--- src/rtl/red_seq_16bit_pkg.sv ---
// Shared RED result-width constants. The combinational and the sequenced RED
// variants both use them.
package red_seq_16bit_pkg;
  localparam int RED_SIG_W = 9;
  localparam int RED_EXT_W = 7;
  localparam int RED_OUT_W = RED_SIG_W + RED_EXT_W;
endpackage

--- src/rtl/cla_adder_4bit.sv ---
// 4-bit carry-lookahead adder slice. All carries are computed in parallel
// from the generate/propagate terms.
module cla_adder_4bit (
  input  logic [3:0] i_a,
  input  logic [3:0] i_b,
  input  logic       i_cin,
  output logic [3:0] o_sum,
  output logic       o_cout,
  output logic       o_ovfl
);
  logic [3:0] w_g;
  logic [3:0] w_p;
  logic [4:1] w_c;

  assign w_g = i_a & i_b;
  assign w_p = i_a ^ i_b;

  assign w_c[1] = w_g[0] | (w_p[0] & i_cin);
  assign w_c[2] = w_g[1] | (w_p[1] & w_g[0]) | (w_p[1] & w_p[0] & i_cin);
  assign w_c[3] = w_g[2] | (w_p[2] & w_g[1]) | (w_p[2] & w_p[1] & w_g[0])
                | (w_p[2] & w_p[1] & w_p[0] & i_cin);
  assign w_c[4] = w_g[3] | (w_p[3] & w_g[2]) | (w_p[3] & w_p[2] & w_g[1])
                | (w_p[3] & w_p[2] & w_p[1] & w_g[0])
                | (w_p[3] & w_p[2] & w_p[1] & w_p[0] & i_cin);

  assign o_sum  = w_p ^ {w_c[3:1], i_cin};
  assign o_cout = w_c[4];
  // Signed overflow of the slice: carry into the MSB differs from carry out.
  assign o_ovfl = w_c[4] ^ w_c[3];
endmodule

--- src/rtl/red_seq_16bit.sv ---
// Sequenced byte-reduction unit: adds the four bytes of two 16-bit operands
// using one shared 4-bit CLA stepped through seven cycles.
module red_seq_16bit
  import red_seq_16bit_pkg::*;
(
  input  logic                 clk,
  input  logic                 rst,
  input  logic                 start,
  input  logic                 flush,
  input  logic [15:0]          a_in,
  input  logic [15:0]          b_in,
  output logic                 busy,
  output logic                 done,
  output logic [RED_OUT_W-1:0] sum_out
);
  typedef enum logic [2:0] {
    ST_IDLE = 3'd0,
    ST_L0   = 3'd1,
    ST_L1   = 3'd2,
    ST_U0   = 3'd3,
    ST_U1   = 3'd4,
    ST_F0   = 3'd5,
    ST_F1   = 3'd6,
    ST_F2   = 3'd7
  } state_e;

  state_e               r_state;
  logic [15:0]          r_opa;
  logic [15:0]          r_opb;
  logic [8:0]           r_s0;
  logic [8:0]           r_s1;
  logic [7:0]           r_fin_lo;
  logic                 r_c;
  logic                 r_done;
  logic [RED_OUT_W-1:0] r_sum_out;

  logic [3:0] w_add_a;
  logic [3:0] w_add_b;
  logic       w_add_cin;
  logic [3:0] w_sum;
  logic       w_cout;
  logic       w_unused_ovfl;

  // NOTE: every signal driven here gets a default first, so no state leaves
  // it unassigned and no latch is inferred.
  always_comb begin
    w_add_a   = 4'd0;
    w_add_b   = 4'd0;
    w_add_cin = 1'b0;
    unique case (r_state)
      ST_IDLE: ;
      ST_L0: begin w_add_a = r_opa[3:0];   w_add_b = r_opb[3:0];                    end
      ST_L1: begin w_add_a = r_opa[7:4];   w_add_b = r_opb[7:4];   w_add_cin = r_c; end
      ST_U0: begin w_add_a = r_opa[11:8];  w_add_b = r_opb[11:8];                   end
      ST_U1: begin w_add_a = r_opa[15:12]; w_add_b = r_opb[15:12]; w_add_cin = r_c; end
      ST_F0: begin w_add_a = r_s0[3:0];    w_add_b = r_s1[3:0];                     end
      ST_F1: begin w_add_a = r_s0[7:4];    w_add_b = r_s1[7:4];    w_add_cin = r_c; end
      ST_F2: begin
        w_add_a   = {3'b000, r_s0[8]};
        w_add_b   = {3'b000, r_s1[8]};
        w_add_cin = r_c;
      end
      default: ;
    endcase
  end

  cla_adder_4bit u_adder (
    .i_a    (w_add_a),
    .i_b    (w_add_b),
    .i_cin  (w_add_cin),
    .o_sum  (w_sum),
    .o_cout (w_cout),
    .o_ovfl (w_unused_ovfl)
  );

  // NOTE: all state updates use non-blocking assignments so every register
  // samples the values from before this edge, independent of statement order.
  always_ff @(posedge clk) begin
    if (rst) begin
      r_state   <= ST_IDLE;
      r_opa     <= '0;
      r_opb     <= '0;
      r_s0      <= '0;
      r_s1      <= '0;
      r_fin_lo  <= '0;
      r_c       <= 1'b0;
      r_done    <= 1'b0;
      r_sum_out <= '0;
    end else begin
      r_done <= 1'b0;
      // Flush wins over sequencing; in IDLE it also masks a coincident start.
      if (flush) begin
        r_state <= ST_IDLE;
      end else begin
        unique case (r_state)
          ST_IDLE: begin
            if (start) begin
              r_opa   <= a_in;
              r_opb   <= b_in;
              r_state <= ST_L0;
            end
          end
          ST_L0: begin
            r_s0[3:0] <= w_sum;
            r_c       <= w_cout;
            r_state   <= ST_L1;
          end
          ST_L1: begin
            r_s0[8:4] <= {w_cout, w_sum};
            r_state   <= ST_U0;
          end
          ST_U0: begin
            r_s1[3:0] <= w_sum;
            r_c       <= w_cout;
            r_state   <= ST_U1;
          end
          ST_U1: begin
            r_s1[8:4] <= {w_cout, w_sum};
            r_state   <= ST_F0;
          end
          ST_F0: begin
            r_fin_lo[3:0] <= w_sum;
            r_c           <= w_cout;
            r_state       <= ST_F1;
          end
          ST_F1: begin
            r_fin_lo[7:4] <= w_sum;
            r_c           <= w_cout;
            r_state       <= ST_F2;
          end
          ST_F2: begin
            // w_sum[0] is fin[8]; fin[11:9] are dropped by design.
            r_sum_out <= {{RED_EXT_W{w_sum[0]}}, w_sum[0], r_fin_lo};
            r_done    <= 1'b1;
            r_state   <= ST_IDLE;
          end
          default: r_state <= ST_IDLE;
        endcase
      end
    end
  end

  assign busy    = (r_state != ST_IDLE);
  assign done    = r_done;
  assign sum_out = r_sum_out;
endmodule

--- config.mk ---
export PLATFORM = sky130hd
export DESIGN_NAME = red_seq_16bit
export DESIGN_NICKNAME = d
export VERILOG_FILES = /design/src/rtl/red_seq_16bit_pkg.sv /design/src/rtl/cla_adder_4bit.sv /design/src/rtl/red_seq_16bit.sv
export SDC_FILE = /design/constraint.sdc
export NUM_CORES = 1
export LEC_CHECK = 0
export CORE_ASPECT_RATIO = 2
export CORE_MARGIN = 2
export CORE_UTILIZATION = 25
export DETAILED_ROUTE_END_ITERATION = 10
export GPL_TIMING_DRIVEN = 0
export PLACE_DENSITY = 0.47
export SLEW_MARGIN = 25
export SYNTH_ARGS = -nofsm -noshare
export SYNTH_HDL_FRONTEND = slang
export SYNTH_SLANG_ARGS = --single-unit
--- constraint.sdc ---
create_clock -name clk -period 4.2 [get_ports clk]
set_input_delay 0.84 -clock clk [delete_from_list [all_inputs] [get_ports clk]]
set_output_delay 0.84 -clock clk [all_outputs]
set_load 0.05 [all_outputs]
==> results of run 1 <==
==> metrics by stage <==
stage | std cells | util [%] | area, um^2 | setup WS (ns) | hold WS (ns)
2_1_floorplan | 406 | - | 3260 | 1.45 | 0.432
3_3_place_gp | 610 | 30.9 | 3970 | 0.505 | 0.440
4_1_cts | 625 | 33.4 | 4290 | 0.819 | 0.454
5_1_grt | 625 | 33.4 | 4290 | 0.494 | 0.471
3_5_place_dp | 610 | 31.0 | 3980 | 0.818 | 0.446
6_report | 625 | 33.4 | 4290 | 0.843 | 0.452
==> state kept, by name (all words and copies together) (netlist names) <==
name      count
r_opb        16
r_opa        16
done          1
r_s0          9
sum_out       9
r_fin_lo      8
r_state       3
r_c           1
r_s1          9
==> final cells by class <==
class	instances	area, um^2	share of cell area [%]
multi-input combinational	300	1630	38.0
sequential	72	1440	33.6
timing repair buffer	52	520	12.1
clock buffer	13	270	6.30
buffer	33	195	4.55
tap	152	190	4.44
clock inverter	2	37.5	0.875
inverter	1	3.75	0.0875
==> critical path: cells and delay by family, from the launching register on <==
family	cells	cell delay, ns
AO/OA/AOI/OAI	6	1.28
buffers and inverters	2	0.58
flip-flops	1	0.40
adder cells (fa/ha/maj)	1	0.39
multiplexers	1	0.30
AND/OR/NAND/NOR	2	0.27
==> worst paths after layout <==
| check | startpoint | endpoint | cells past startpoint |
|---|---|---|---|
| setup / recovery | r_state[0] | r_s1[2] | 12 |
| setup reg to reg | r_state[0] | r_s1[2] | 12 |
| hold reg to reg | r_opb[5] | r_opb[5] | 2 |
| hold / removal | r_opb[5] | r_opb[5] | 2 |
==> power by group <==
part | total [uW] | switching, uW | internal (uW)
sequential | 710 | 9.66 | 700
clock | 785 | 280 | 505
combinational | 137 | 72.9 | 64.4
==> per-layer routing <==
| metal | vias up | wire length, um | global-route usage [%] |
|---|---|---|---|
| met1 | 1325 | 4100 | 16.6 |
| li1 | 1503 | - | - |
| met5 | - | 0 | 0 |
| met3 | 8 | 369 | 3.33 |
| met4 | 0 | 128 | 5.34 |
| met2 | 55 | 4540 | 22.9 |
==> cell families after synthesis <==
logic type,after synthesis,synth area share [%]
muxes,16,5.48
adders and majority gates,6,2.53
and+or+nand+nor,173,23.2
buffers and inverters,34,6.10
xor gates and xnor gates,3,0.805
DFF,72,44.2
AOI/OAI and AO/OA,102,17.8
==> layout by cell type, fill, tap and decap left out, drive strengths merged, types with 2 or more instances in the layout <==
cell             n
a211oi           7
nor2            31
nand2b           2
nand3b           7
clkdlybuf4s50   52
xnor2            2
nor4             2
nor2b            5
o21ai           10
or3              8
a311oi           2
and2             4
clkbuf          25
mux2             5
buf             21
a22oi            2
dfxtp           72
mux2i           10
nand3            4
a221oi           5
ha               5
nand2          106
a21oi           69
==> results_dict.tcl, run 1 <==
set metrics [dict create \
    outcome "finished clean" \
    leakage_uw 0.00152 \
    cts_resized 0 \
    clock_path_buffers 2 \
    grt_pass1_vias 2759 \
    max_slew.worst_pin.slew_ns 0.764 \
    syn-cell-area_um2 3260 \
    maxSlewViolCount 0 \
    crit_type "reg -> reg" \
    power_uw 1630 \
    dp_hpwl_um 6860 \
    cts-root-buf "clkbuf_16" \
    yosysUniqueCellTypes 43 \
    ys_seq_elements 72 \
    syn_to_final_growth_pct 31.4 \
    grt_start_max_net_pins 12 \
    io_pins 54 \
    holdBufCountCts 0 \
    htree_levels 3 \
    synth_top_area_cell "dfxtp_1" \
    viasPerCell 4.63 \
    vias 2891 \
    drive_above_1_share_pct 9.30 \
    postCtsSetupBuffers 0 \
    ys_async_sr_fraction_pct 0 \
    numPortBuffers 52 \
    min_period_ns 3.36 \
    start_util_pct 25.4 \
    hp-class "reg -> reg" \
    yosys.area.top_type_share_pct 44.2 \
    syn-num-nets 448 \
    die-area_um2 14000 \
    maxSlewHeadroom_pct 48.7 \
    cp_max_fo 10 \
    required_ns 4.39 \
    clock.fmax_mhz 298 \
    ys_seq_area_share_pct 44.2 \
    rsz0062_at_grt "no" \
    cts_sinks 72 \
    post-route-period-util_pct 79.9 \
    first_pass_iters 5 \
    grt_pass1_wl_um 14500 \
    drtIter0Drc 132 \
    cts_buffers 9 \
    coreArea_um2 12800 \
    clock_skew_ns 0.00684 \
    wl_per_cell_um 14.6 \
    drt-total-wl_um 9140 \
    cts_tree "done" \
    row_count 59 \
    yosys_warnings 0 \
    r2r_setup_slack_ns 0.84 \
    synth_edf_count 0 \
    hold_viol_final 0 \
    synth.most_common_cell "nand2_1" \
    synthTopCellsByCount "106 x nand2_1, 72 x dfxtp_1, 69 x a21oi_1" \
    setup_viol 0 \
    die_x_um 84.8 \
    grt_antenna_before_repair 0 \
    postRouteAntennaNets 0 \
    clk_latency_ns 0.34 \
    cp_slowest_cell "a311oi_2" \
    max_cap_viol_count 0 \
    grt-ovfl-total 0 \
    drc 0 \
    slowest_delay_ns 0.61 \
    power_density_nw_per_um2 381 \
    syn_inst 406 \
    cp-end-kind "flip-flop" \
    ys.flop_type "dfxtp_1" \
    clk_pin_slew_ns 0.05 \
    fin_setup_tns_ns 0 \
    fillCellCount 1425 \
    irDropWorstVdd_uv 243 \
    antenna_cells 0 \
    synth_area_leaders "dfxtp_1 44%, nand2_1 12%, a21oi_1 11%" \
    worstPathArrival_ns 3.55 \
    synth_area_per_cell_um2 8.04 \
    die_height_um 166 \
    gp_congestion 0.800 \
    grt_usage_pct 13.6 \
    startpoint_type "flip-flop" \
    cp_cell_sequence "buf_4, buf_2, mux2i_1, nor2_1, a21oi_1, a21oi_1, ha_1, and2_1, o21ai_0, o41ai_1, a311oi_2, o21ai_0" \
    final_nets 511 \
]
Power figures use the tool's default switching activity.
==> run 2: changes to the inputs <==
- PLACE_DENSITY: 0.47 -> 0.48
- clock period: 4.2 -> 2.95 ns (I/O delays scaled with it)
==> results_dict.tcl, run 2 (same netlist as run 1, synthesis figures left out) <==
set metrics [dict create \
    outcome "finished clean" \
    hp-class "reg -> reg" \
    syn_to_final_growth_pct 35.5 \
    clock.fmax_mhz 361 \
    maxSlewHeadroom_pct 60.2 \
    grt-ovfl-total 0 \
    clk_latency_ns 0.34 \
    top_regs "r_opa: 16 flops, r_opb: 16 flops" \
    r2r-start "r_state[0]" \
    fin_area_um2 4420 \
    grt_pass1_vias 2797 \
    holdBufCountCts 0 \
    maxSlewViolCount 0 \
    worstHoldStart "r_fin_lo[4]" \
    required_ns 3.21 \
    layout_commonest_cell "nand2_1" \
    numPortBuffers 52 \
    fin_util_pct 34.4 \
    cp_max_fo 10 \
    holdPathStages 2 \
    cts_buffers 9 \
    setup_viol 0 \
    stdcell_count 632 \
    drc 0 \
    die_x_um 84.8 \
    die_height_um 166 \
    final_nets 517 \
    grt_usage_pct 13.9 \
    rsz0062_at_grt "no" \
    irDropWorstVdd_uv 325 \
    maxUsedRoutingLayer "met4" \
    reg2regPathDepth 12 \
    r2r-end "r_s0[7]" \
    drtIter0Drc 81 \
    first_pass_iters 5 \
    cts_sinks 72 \
    wl_per_cell_um 14.9 \
    hold_path_end "sum_out[4]" \
    crit_type "reg -> reg" \
    coreArea_um2 12800 \
    post_dp_cell_area_um2 3980 \
    start_util_pct 25.4 \
    startpoint_type "flip-flop" \
    grt_pass1_wl_um 14900 \
    drive_above_1_share_pct 13.8 \
    cp-end-kind "flip-flop" \
    drt-total-wl_um 9390 \
    cts_tree "done" \
    antenna_cells 0 \
    place_inst 610 \
    met2_length_um 4780 \
    final_cell_mix "106 x nand2_1, 70 x dfxtp_1, 68 x a21oi_1, 52 x clkdlybuf4s50_1, 31 x nor2_1" \
    io_pins 54 \
    wl_met1_um 4140 \
    power_density_nw_per_um2 529 \
    max_cap_viol_count 0 \
    layout_setup_ws_ns 0.180 \
    hold_viol_final 0 \
    max_slew.worst_pin.slew_ns 0.594 \
    clk_pin_slew_ns 0.06 \
    dp_hpwl_um 6900 \
    r2r_setup_slack_ns 0.18 \
    gp_congestion 0.801 \
    fillCellCount 1404 \
    htree_levels 3 \
    row_count 59 \
    viasPerCell 4.62 \
    cts-root-buf "clkbuf_16" \
    post-route-period-util_pct 93.9 \
    leakage_uw 0.00158 \
    vias 2922 \
    min_period_ns 2.77 \
    clock_path_buffers 2 \
    postRouteAntennaNets 0 \
    die-area_um2 14000 \
    clock_skew_ns 0.00818 \
    grt_start_max_net_pins 14 \
    worstPathArrival_ns 3.03 \
    grt_antenna_before_repair 0 \
    dp_slack_ns -0.436 \
    wl_met3_um 313 \
]
-- run 2: area by class of cell --
type | count | area, um^2 | share of cell area (%)
clock buffers | 10 | 239 | 5.41
well taps | 152 | 190 | 4.30
multi-input cells | 300 | 1680 | 37.9
inverters | 1 | 3.75 | 0.0849
flip-flops and latches | 72 | 1450 | 32.7
clock inverters | 6 | 65.1 | 1.47
repair buffers | 58 | 566 | 12.8
plain buffers | 33 | 235 | 5.32
-- run 2: how the worst max path moves through the flow --
| stage | start | endpoint | slack (ns) | cells after the start |
|---|---|---|---|---|
| 3_3_place_gp | r_state[0] | r_s0[6] | -0.75 | 12 |
| 6_report | r_state[0] | r_s0[7] | 0.18 | 12 |
| 2_1_floorplan | r_state[1] | r_s1[7] | 0.20 | 12 |
| 4_1_cts | r_state[0] | r_s0[7] | 0.03 | 12 |
| 3_5_place_dp | r_state[0] | r_s0[7] | -0.44 | 12 |
| 5_1_grt | r_state[1] | r_s1[7] | 0.003 | 12 |
-- run 2: worst max-delay path, cell delays in order, from the launching register on --
cell and delay, ns:
dfxtp_4 0.38, buf_12 0.14, buf_12 0.14, mux2i_4 0.24, nor2_1 0.06, a21oi_1 0.12, a21oi_1 0.09, ha_1 0.35
a211oi_2 0.27, o211ai_1 0.18, and3_4 0.22, or3_1 0.37, a21oi_1 0.13
-- run 2: where the power goes --
group | internal (uW) | total, uW | switching, uW
logic | 103 | 211 | 108
registers | 996 | 1010 | 15.0
clock network | 680 | 1120 | 435
-- run 2: per-layer routing --
| metal | vias up | track usage, % |
|---|---|---|
| li1 | 1530 | - |
| met1 | 1329 | 16.4 |
| met2 | 51 | 24.3 |
| met3 | 12 | 3.13 |
| met4 | 0 | 5.05 |
| met5 | - | 0 |
-- run 2: timing repair --
| item | in CTS | in global routing |
|---|---|---|
| endpoints found under the setup margin | 21 | 21 |
| gates resized for setup | 13 | 19 |
| pin swaps | 2 | 4 |
| hold endpoints to repair | 0 | 0 |
| setup buffers | 1 | 5 |
| cloned | 0 | 0 |
-- run 2: stage by stage --
stage | hold slack [ns] | setup TNS (ns) | total power [uW]
2_1_floorplan | 0.432 | 0 | 1140
3_3_place_gp | 0.439 | -8.72 | 1230
3_5_place_dp | 0.447 | -6.71 | 1230
4_1_cts | 0.455 | 0 | 2360
5_1_grt | 0.478 | 0 | 2430
6_report | 0.453 | 0 | 2340
==> run 3: changes to the inputs <==
- CORE_UTILIZATION: 25 -> 43
- MAX_ROUTING_LAYER: not set -> met4
- PLACE_DENSITY: 0.48 -> 0.72
==> results_dict.tcl, run 3 (same netlist as run 1, synthesis figures left out) <==
set metrics [dict create \
    outcome "finished clean" \
    grt_pass1_vias 2791 \
    clock_skew_ns 0.00634 \
    cts-root-buf "clkbuf_16" \
    setup_viol 0 \
    cts_tree "done" \
    top_regs "r_opa: 16 flops, r_opb: 16 flops" \
    final_cell_mix "106 x nand2_1, 70 x dfxtp_1, 67 x a21oi_1, 52 x clkdlybuf4s50_1, 31 x nor2_1" \
    wl_per_cell_um 14.2 \
    cts_buffers 9 \
    cp_max_fo 7 \
    die_x_um 65.6 \
    fin_util_pct 57.6 \
    clock.fmax_mhz 356 \
    max_slew.worst_pin.slew_ns 0.614 \
    postRouteAntennaNets 0 \
    io_pins 54 \
    grt_antenna_before_repair 0 \
    layout_commonest_cell "nand2_1" \
    power_density_nw_per_um2 512 \
    syn_to_final_growth_pct 32.2 \
    viasPerCell 5.22 \
    drtIter0Drc 201 \
    min_period_ns 2.81 \
    vias 2991 \
    die-area_um2 8340 \
    post-route-period-util_pct 95.3 \
    clk_latency_ns 0.33 \
    maxSlewHeadroom_pct 58.9 \
    gp_congestion 0.926 \
    antenna_cells 0 \
    grt_pass1_wl_um 13100 \
    cp-end-kind "flip-flop" \
    coreArea_um2 7490 \
    start_util_pct 43.6 \
    cts_sinks 72 \
    first_pass_iters 4 \
    final_nets 517 \
    startpoint_type "flip-flop" \
    grt_usage_pct 21.2 \
    irDropWorstVdd_uv 398 \
    maxSlewViolCount 0 \
    numPortBuffers 52 \
    hp-class "reg -> reg" \
    crit_type "reg -> reg" \
    die_height_um 127 \
    drt-total-wl_um 8110 \
    max_cap_viol_count 0 \
    clk_pin_slew_ns 0.05 \
    leakage_uw 0.00156 \
    drive_above_1_share_pct 13.4 \
    r2r_setup_slack_ns 0.14 \
    grt-ovfl-total 0 \
    clock_path_buffers 2 \
    fin_setup_tns_ns 0 \
    holdBufCountCts 0 \
    required_ns 3.21 \
    hold_viol_final 0 \
    row_count 45 \
    power_uw 2210 \
    grt_start_max_net_pins 12 \
    worstPathArrival_ns 3.08 \
    dp_hpwl_um 5830 \
    htree_levels 3 \
    drc 0 \
]
-- run 3: final timing paths --
kind | cells after the start | endpoint | startpoint
max reg2reg | 10 | r_s0[7] | r_state[0]
max | 10 | r_s0[7] | r_state[0]
min reg2reg | 2 | r_opb[11] | r_opb[11]
min | 2 | r_opb[11] | r_opb[11]
-- run 3: repair_timing --
action | CTS | global route
gates resized for setup | 12 | 19
pin swaps | 2 | 5
setup buffers | 1 | 5
setup endpoints to repair | 15 | 19
-- run 3: power breakdown --
group | total [uW] | leakage, uW | switching (uW) | internal, uW
Sequential | 1010 | 0.000585 | 14.5 | 997
Combinational | 205 | 0.000845 | 103 | 102
Clock | 992 | 0.000134 | 386 | 607
-- run 3: final cells by class --
type / instances / area (um^2)
clock buffers: 12 / 256
plain buffers: 33 / 230
inverters: 1 / 3.75
fillers: 693 / 3170
multi-input cells: 300 / 1680
well taps: 94 / 118
clock inverters: 3 / 17.5
repair buffers: 58 / 566
flip-flops and latches: 72 / 1450
-- run 3: worst max-delay path, stage by stage, from the launching register on --
cell and delay, ns:
dfxtp_4 0.37, buf_8 0.14, buf_4 0.14, mux4_2 0.50, a21o_1 0.24, ha_1 0.22, a211oi_2 0.23, o211ai_1 0.17
and3_4 0.22, or3_1 0.39, a21oi_2 0.12
-- run 3: metal layers --
metal  GRT usage, %  wire length [um]  vias up
met5              -                 0        -
met4           11.9               365        0
met3           5.55               370       26
met2           33.7              3990       80
met1           23.8              3390     1367
li1               -                 -     1518
-- run 3: per-stage QoR --
| step | area [um^2] | hold WS, ns | cells | worst slack (ns) |
|---|---|---|---|---|
| 6_report | 4310 | 0.452 | 573 | 0.138 |
| 3_3_place_gp | 3900 | 0.439 | 552 | -0.551 |
| 4_1_cts | 4220 | 0.452 | 568 | 0.0125 |
| 3_5_place_dp | 3900 | 0.444 | 552 | -0.552 |
| 2_1_floorplan | 3260 | 0.432 | 406 | 0.203 |
| 5_1_grt | 4310 | 0.465 | 573 | -0.0353 |
